[src/rtl/flappy_pkg.sv]
// Shared types and default geometry for the LED playfield rows.
package flappy_pkg;

   typedef enum logic [1:0] {
      ROW_EMPTY   = 2'd0,
      ROW_BIRD    = 2'd1,
      ROW_CRASHED = 2'd2
   } row_state_t;

   localparam int FIELD_W        = 16;
   localparam int FIELD_BIRD_COL = 11;

endpackage

[src/rtl/pipe_shifter.sv]
// Enable-gated serial-in shift register; column 0 takes the serial bit and the MSB falls off.
module pipe_shifter #(
   parameter int WIDTH = 16
) (
   input  logic             clk,
   input  logic             reset,
   input  logic             i_en,
   input  logic             i_din,
   output logic [WIDTH-1:0] o_q
);

   logic [WIDTH-1:0] r_q;

   always_ff @(posedge clk) begin
      if (reset)
         r_q <= '0;
      else if (i_en)
         r_q <= {r_q[WIDTH-2:0], i_din};
   end

   assign o_q = r_q;

endmodule

[src/rtl/field_row.sv]
// One playfield row: bird FSM, sticky collision flag, crash blink and gate-pass strobe
// around a scrolling pipe register.
module field_row
   import flappy_pkg::*;
#(
   parameter int WIDTH      = FIELD_W,
   parameter int BIRD_COL   = FIELD_BIRD_COL,
   parameter bit START_BIRD = 1'b0,
   parameter bit IS_TOP     = 1'b0,
   parameter bit IS_BOTTOM  = 1'b0
) (
   input  logic             clk,
   input  logic             reset,
   input  logic             tick_grav,
   input  logic             tick_scroll,
   input  logic             pipe_in,
   input  logic             flap,
   input  logic             halt,
   input  logic             bird_above_in,
   input  logic             bird_below_in,
   output logic             bird_out,
   output logic             hit,
   output logic             gate_pulse,
   output logic [WIDTH-1:0] grn_row,
   output logic [WIDTH-1:0] red_row
);

   row_state_t       r_state;
   row_state_t       w_next;
   logic             r_hit;
   logic             r_blink;
   logic             r_gate;
   logic             w_step;
   logic             w_scroll;
   logic             w_load_bit;
   logic             w_enter_crash;
   logic [WIDTH-1:0] w_grn;

   assign w_step   = tick_grav & ~halt;
   assign w_scroll = tick_scroll & ~halt;

   pipe_shifter #(.WIDTH(WIDTH)) u_pipe (
      .clk   (clk),
      .reset (reset),
      .i_en  (w_scroll),
      .i_din (pipe_in),
      .o_q   (w_grn)
   );

   // Bit that a scroll would place under the bird column.
   generate
      if (BIRD_COL == 0) begin : g_col0
         assign w_load_bit = pipe_in;
      end else begin : g_coln
         assign w_load_bit = w_grn[BIRD_COL-1];
      end
   endgenerate

   // A step outranks the pipe check, so a bird leaving a pipe cell escapes.
   always_comb begin
      w_next = r_state;
      case (r_state)
         ROW_EMPTY: begin
            if (w_step && ((flap && bird_below_in) || (!flap && bird_above_in)))
               w_next = ROW_BIRD;
         end
         ROW_BIRD: begin
            if (w_step) begin
               if ((flap && IS_TOP) || (!flap && IS_BOTTOM))
                  w_next = ROW_CRASHED;
               else
                  w_next = ROW_EMPTY;
            end else if (!halt && w_grn[BIRD_COL]) begin
               w_next = ROW_CRASHED;
            end
         end
         default: w_next = r_state;
      endcase
   end

   assign w_enter_crash = (w_next == ROW_CRASHED) && (r_state != ROW_CRASHED);

   always_ff @(posedge clk) begin
      if (reset) begin
         r_state <= START_BIRD ? ROW_BIRD : ROW_EMPTY;
         r_hit   <= 1'b0;
         r_blink <= 1'b0;
         r_gate  <= 1'b0;
      end else begin
         r_state <= w_next;
         if (w_enter_crash)
            r_hit <= 1'b1;
         if (w_enter_crash)
            r_blink <= 1'b1;
         else if (tick_grav)
            r_blink <= ~r_blink;
         // Requiring EMPTY on both sides of the edge keeps the strobe out of BIRD.
         r_gate <= w_scroll && w_load_bit && (r_state == ROW_EMPTY) && (w_next == ROW_EMPTY);
      end
   end

   always_comb begin
      red_row           = '0;
      red_row[BIRD_COL] = (r_state == ROW_BIRD) || ((r_state == ROW_CRASHED) && r_blink);
   end

   assign bird_out   = (r_state == ROW_BIRD) || (r_state == ROW_CRASHED);
   assign hit        = r_hit;
   assign gate_pulse = r_gate;
   assign grn_row    = w_grn;

endmodule
[config.mk]
export PLATFORM = sky130hd
export DESIGN_NAME = field_row
export DESIGN_NICKNAME = d
export VERILOG_FILES = /design/src/rtl/flappy_pkg.sv /design/src/rtl/pipe_shifter.sv /design/src/rtl/field_row.sv
export SDC_FILE = /design/constraint.sdc
export NUM_CORES = 1
export LEC_CHECK = 0
export ABC_CLOCK_PERIOD_IN_PS = 2300
export CAP_MARGIN = 20
export CORE_AREA = 3 3 54 56
export DETAILED_ROUTE_END_ITERATION = 8
export DIE_AREA = 0 0 57 59
export PLACE_DENSITY = 0.79
export SYNTH_ARGS = -nofsm -noshare
export SYNTH_HDL_FRONTEND = slang
export SYNTH_SLANG_ARGS = --single-unit
[constraint.sdc]
create_clock -name clk -period 2.3 [get_ports clk]
set_input_delay 0.46 -clock clk [delete_from_list [all_inputs] [get_ports clk]]
set_output_delay 0.46 -clock clk [all_outputs]
set_load 0.05 [all_outputs]
==> results of run 1 <==
## worst min path at each step
stage                     depth (start not counted)            from  slack (ps)        endpoint
final                                             2  u_pipe.o_q[15]         470  u_pipe.o_q[15]
after global routing                              2   u_pipe.o_q[2]         500   u_pipe.o_q[3]
after CTS                                         2  u_pipe.o_q[15]         480  u_pipe.o_q[15]
after detailed placement                          2  u_pipe.o_q[15]         460  u_pipe.o_q[15]
after global placement                            2  u_pipe.o_q[15]         450  u_pipe.o_q[15]
after floorplan                                   2         r_blink         530         r_blink
## routing by layer
metal | vias up | GRT usage [%] | wire length [um]
met3 | 2 | 4.79 | 162
met4 | 0 | 4.64 | 12
met1 | 380 | 15.5 | 892
met2 | 28 | 19.1 | 960
li1 | 419 | - | -
met5 | - | 0 | 0
## logic make-up after synthesis
logic type	after synthesis	share of synthesized area [%]
compound gates	24	14.4
xor+xnor	1	0.886
fa+ha+maj	3	3.80
buf+inv	25	15.3
flops	21	42.5
mux	1	1.52
other cells	1	0.379
simple gates	45	21.1
## sequential cells by signal (all words and copies together) (netlist names)
name,cells
gate_pulse,1
hit,1
r_blink,1
r_state,2
u_pipe.o_q,16
## power breakdown
part,switching [mW],leakage [nW],internal [mW]
logic,0.0981,0.304,0.0335
clock network,0.108,0.0177,0.0647
registers,0.00347,0.170,0.368
total,0.209,0.491,0.466
## worst max-delay path, stage by stage (launching register included)
cell	delay (ps)
dfxtp_1	410
inv_1	100
ha_1	230
a21o_1	170
dlygate4sd2_1	420
## cells in the final DEF, fill, tap and decap left out, types with 3 or more instances in the layout
cell type and instances:
nand2_1 32, clkdlybuf4s50_1 26, dfxtp_1 21, a21oi_1 17, conb_1 15, inv_1 4, ha_1 3, clkbuf_4 3
buf_4 3
## through the flow
stage | cell area (um2) | hold WS [ps] | instances
after CTS | 1260 | 476 | 178
after global routing | 1260 | 495 | 178
after floorplan | 1040 | 532 | 135
final | 1260 | 475 | 178
after global placement | 1230 | 446 | 174
after detailed placement | 1230 | 461 | 174
## repair_timing
action / 4_1_cts / 5_1_grt
resized for setup: 1 / 0
hold buffers: 0 / 0
buffers inserted: 0 / 0
setup endpoints to repair: 1 / 0
## layout make-up
class,instances,area [um2]
fillers,254,1220
multi-input cells,89,469
flip-flops and latches,21,420
repair buffers,30,292
well taps,30,37.5
clock buffers,3,22.5
inverters,4,15.0
clock inverters,1,5.00
==> run summary, run 1 <==
Via count normalized by instance count - 4.66
Max_slew headroom - 60.4%
Total global routing overflow - 0
Routability congestion estimate from global placement - 0.851
Worst skew pair latency - 300 ps
Placed wire-length estimate after detailed placement - 1.51 mm
Maximum ir drop on the vdd rail - 0.000420 V
Number of sinks driven by the clock tree - 21
Setup slack on the worst flop-to-flop path - 560 ps
Area added between synthesis and finish - 27.6%
Nets@finish - 161
HP Class - register to register
Clock edge transition at the registers on the reported setup and hold paths - 120 ps
Launching point of the worst reg2reg path - r_state[1]
Worst setup path start - r_state[1]
Max Slew Vio Count - 0
Post-layout worst setup margin - 231 ps
Yosys cell types - 31
Initial drt markers - 10
Number of global-route vias before repair - 765
Number of ports placed on the die boundary - 44
Router iterations before antenna repair - 4
Mean instance size in the synthesized netlist - 8.17 um2
Total leakage power - 0.491 nW
Critical path required time - 1840 ps
Final setup fails - 0
Worst path arrival time - 1610 ps
Power per cell area - 535 nW/um2
Die area - 3360 um2
Mean routed wirelength per cell - 11.4 um
Wire length of the first global-routing pass - 3.31 mm
Number of inserted diodes - 0
Hold Fails Final Rpt - 0
Number of buffers on the longest clock path - 2
Overall via count from detail_route - 829
Total length of routed wires - 2.03 mm
Critical Path Start Type - register
Setup repair after global routing missed its margin - false
Maximum clock frequency - 483 MHz
CP endpoint kind - primary output
Layout cell share with drive strength beyond 1 - 8.11%
Number of nets with antenna violations after detailed routing - 0
End point of the critical path - red_row[11]
Prevailing post-synth register cell - dfxtp_1
Post-Syn Instances - 121
Critical path class - register to primary output
Cell type with the highest aggregate area in the netlist - dfxtp_1
Clock Root Buffer - clkbuf_4
Area fraction of the dominant cell type after synthesis - 42.5%
Die span in x - 57 um
Height of the die - 59 um
List of most frequent post-synthesis cells - 32 x nand2_1, 21 x dfxtp_1, 17 x a21oi_1
Initial antenna violation count - 0
Post-layout power - 675 uW
Worst Skew - 5.61 ps
Register bit count reported by yosys - 21
Clock period minus worst slack - 2070 ps
Cell area after technology mapping - 988 um2
Fraction of the yosys area taken by sequential cells - 42.5%
Final sum of negative setup slack - 0 ps
Placement Setup Slack - 158 ps
Largest fanout on the critical path - 4
GRT Total Usage - 12.3%
Tcrit/Tclk final - 90.0%
Maximum capacitance violations - 0
IO buf count - 28
Area of the core region - 2480 um2
Synth top area cells - dfxtp_1 43%, nand2_1 12%, buf_4 11%
Result of the run - finished clean
Cells on worst reg2reg path - 6
H-tree lvl count - 1
TritonCTS buffer count - 3
TritonCTS clock tree - done
Synth warn - 0
# DRC - 0
End-of-flow core utilization - 50.9%
EDFF count, synth - 0
Most frequent cell after synthesis - nand2_1
Async set-or-reset flop fraction in the synthesized netlist - 0%
Effective utilization at floorplan - 39.9%
Largest net degree at the start of global routing - 22
Pin slew with the least headroom to its limit - 594 ps
Reg2reg end - r_blink
Number of placement rows - 18
(Power assumes the default switching activity.)
==> run 2: changes to the inputs <==
Settings changed: CORE_AREA 3 3 54 56 to 3 3 47 49, CTS_CLUSTER_SIZE set to 14, DIE_AREA 0 0 57 59 to 0 0 50 52, DONT_BUFFER_PORTS set to 1, PLACE_DENSITY 0.79 to 0.71.
==> run 2 against run 1 <==
  * Critical path depth decreased by 2
  * Global-route usage increased by 2.6 points
  * Sequential power increased by 1%
  * Cell count decreased by 17%
  * Combinational power decreased by 23%
  * Clock-buffer cell count increased by 1
  * First-iteration DRC count decreased by 30%
  * Flip-flop and latch count unchanged
  * Die area decreased by 23%
  * Clock power about the same
  * Critical path type unchanged
==> run summary, run 2 (same netlist as run 1, synthesis figures left out) <==
Number of ports placed on the die boundary - 44 (unchanged)
Worst skew pair latency - 290 ps (about the same)
End point of the critical path - bird_out
M1 wire length - 759 um (-15%)
Worst Skew - 5.96 ps (+0.349 ps)
Number of nets with antenna violations after detailed routing - 0 (unchanged)
Overall via count from detail_route - 713 (-14%)
Worst hold slack - 218 ps (-257 ps)
Largest net degree at the start of global routing - 23 (+4.5%)
Layout cell share with drive strength beyond 1 - 8.33% (+0.23 points)
GRT Total Usage - 14.9% (+2.6 points)
IO buf count - 0 (-100%)
List of cells traversed by the critical path - inv_1 -> ha_1
Router iterations before antenna repair - 4 (unchanged)
Met2 WL - 910 um (-5.2%)
TritonCTS buffer count - 3 (unchanged)
Critical path class - register to primary output
Wire length of the first global-routing pass - 2.95 mm (-11%)
Setup repair after global routing missed its margin - false
Max_slew headroom - 60.5% (+0.12 points)
Total global routing overflow - 0 (unchanged)
HP Class - primary input to register
Fraction of power consumed by sequential logic - 58.1% (+3.1 points)
Critical Path Start Type - register
End-of-flow core utilization - 51.5% (+0.60 points)
Switch share - 30.0% (-0.99 points)
Initial antenna violation count - 0 (unchanged)
Setup slack on the worst flop-to-flop path - 570 ps (about the same)
Cells on worst reg2reg path - 6 (unchanged)
Max Slew Vio Count - 0 (unchanged)
Via count normalized by instance count - 4.85 (+4.1%)
Worst path arrival time - 1370 ps (-240 ps)
Die area - 2600 um2 (-23%)
CP endpoint kind - primary output
Share of total power in combinational logic - 15.6% (-3.9 points)
Height of the die - 52 um (-12%)
Post-cts repair resize count - 0 (-1)
Final sum of negative setup slack - 0 ps (unchanged)
Effective utilization at floorplan - 52.0% (+12 points)
Total length of routed wires - 1.82 mm (-10%)
Die span in x - 50 um (-12%)
Result of the run - finished clean
Clock Root Buffer - clkbuf_4
Hold_sp - reset
Commonest cells after routing, fill and taps aside - 32 x nand2_1, 21 x dfxtp_1, 17 x a21oi_1
Tcrit/Tclk final - 79.6% (-10 points)
Pin slew with the least headroom to its limit - 591 ps (-2.96 ps)
Clock period minus worst slack - 1830 ps (-238 ps)
Launching point of the worst reg2reg path - r_state[1]
Maximum clock frequency - 546 MHz (+13%)
Worst stage delay on the critical path - 580 ps (+160 ps)
Critical path required time - 1840 ps (about the same)
Pint - 452 uW (-2.9%)
Post-layout worst setup margin - 469 ps (+238 ps)
Area added between synthesis and finish - -0.886%
Number of sinks driven by the clock tree - 21 (unchanged)
Total leakage power - 0.384 nW (-22%)
Post-layout power - 646 uW (-4.3%)
Number of buffers inserted to repair setup after CTS - 0 (unchanged)
Maximum capacitance violations - 0 (unchanged)
Clock edge transition at the registers on the reported setup and hold paths - 110 ps (about the same)
Highest metal layer used by the detailed router - met4
Initial drt markers - 7 (-3)
Placement Setup Slack - 598 ps (+440 ps)
H-tree lvl count - 1 (unchanged)
Count of hold buffers inserted by post-cts repair - 0 (unchanged)
Number of placement rows - 16 (-2)
Switching power - 194 uW (-7.4%)
Number of inserted diodes - 0 (unchanged)
Placed wire-length estimate after detailed placement - 1.40 mm (-7.4%)
Final setup fails - 0 (unchanged)
Wire length on met3 - 125 um (-23%)
Number of buffers on the longest clock path - 2 (unchanged)
Power per cell area - 659 nW/um2 (+23%)
Maximum ir drop on the vdd rail - 0.000418 V (-0.46%)
Clock Power Share - 26.3% (+0.8 points)
Hold Fails Final Rpt - 0 (unchanged)
TritonCTS clock tree - done
Critical-path top delay cell - ha_1
Nets@finish - 133 (-17%)
Number of flip-flops under the largest register name - 16 (unchanged)
Most frequent standard cell in the layout excluding fill and tap cells - nand2_1
Area of the core region - 1900 um2 (-23%)
Number of global-route vias before repair - 675 (-12%)
Routability congestion estimate from global placement - 0.715 (-16%)
Largest fanout on the critical path - 4 (unchanged)
# DRC - 0 (unchanged)
Mean routed wirelength per cell - 12.4 um (+8.8%)
Worst setup path start - r_state[1]
Reg2reg end - r_blink
-- run 2: changes by cell type in the layout (fill, tap and decap cells not counted) --
cell / previous run / this run
buf_4: 3 / 2
clkbuf_1: 0 / 1
dlygate4sd2_1: 1 / 0
clkinv_2: 1 / 0
clkdlybuf4s50_1: 26 / 0
-- run 2: worst min-delay path by stage --
stage               endpoint  slack (ps)  depth (start not counted)
2_1_floorplan        r_blink         530                          2
3_3_place_gp   u_pipe.o_q[1]         530                          1
3_5_place_dp   u_pipe.o_q[2]         530                          1
4_1_cts        u_pipe.o_q[2]         210                          1
5_1_grt        u_pipe.o_q[5]         200                          1
6_report       u_pipe.o_q[2]         220                          1
-- run 2: final cells by class --
cell class / instances / area [um2]
Clock buffer: 4 / 26.3
Sequential cell: 21 / 420
Multi-Input combinational cell: 89 / 469
Tap cell: 27 / 33.8
Timing Repair Buffer: 2 / 15.0
Fill cell: 195 / 922
Inverter: 4 / 15.0
-- run 2: metrics by stage --
stage / std cells / area, um2
floorplan: 135 / 1040
CTS: 147 / 980
finish: 147 / 980
global placement: 143 / 953
global route: 147 / 980
detailed placement: 143 / 953
-- run 2: layer usage --
| layer | GRT usage, % | vias to the layer above |
|---|---|---|
| li1 | - | 362 |
| met3 | 5.44 | 4 |
| met1 | 17.2 | 322 |
| met4 | 8.76 | 0 |
| met5 | 0 | - |
| met2 | 23.7 | 25 |
-- run 2: power groups by stage --
| stage | Clock, mW | Combinational [mW] | Sequential [mW] |
|---|---|---|---|
| 6_report | 0.170 | 0.101 | 0.376 |
| 2_1_floorplan | 0 | 0.119 | 0.383 |
| 3_3_place_gp | 0 | 0.0984 | 0.384 |
| 4_1_cts | 0.178 | 0.100 | 0.376 |
| 5_1_grt | 0.192 | 0.107 | 0.376 |
| 3_5_place_dp | 0 | 0.100 | 0.384 |
-- run 2: worst max-delay path, delay by kind of cell (launching register included) --
family	cells	cell delay, ps
adders and majority gates	1	580
DFF	1	400
buffers and inverters	1	90
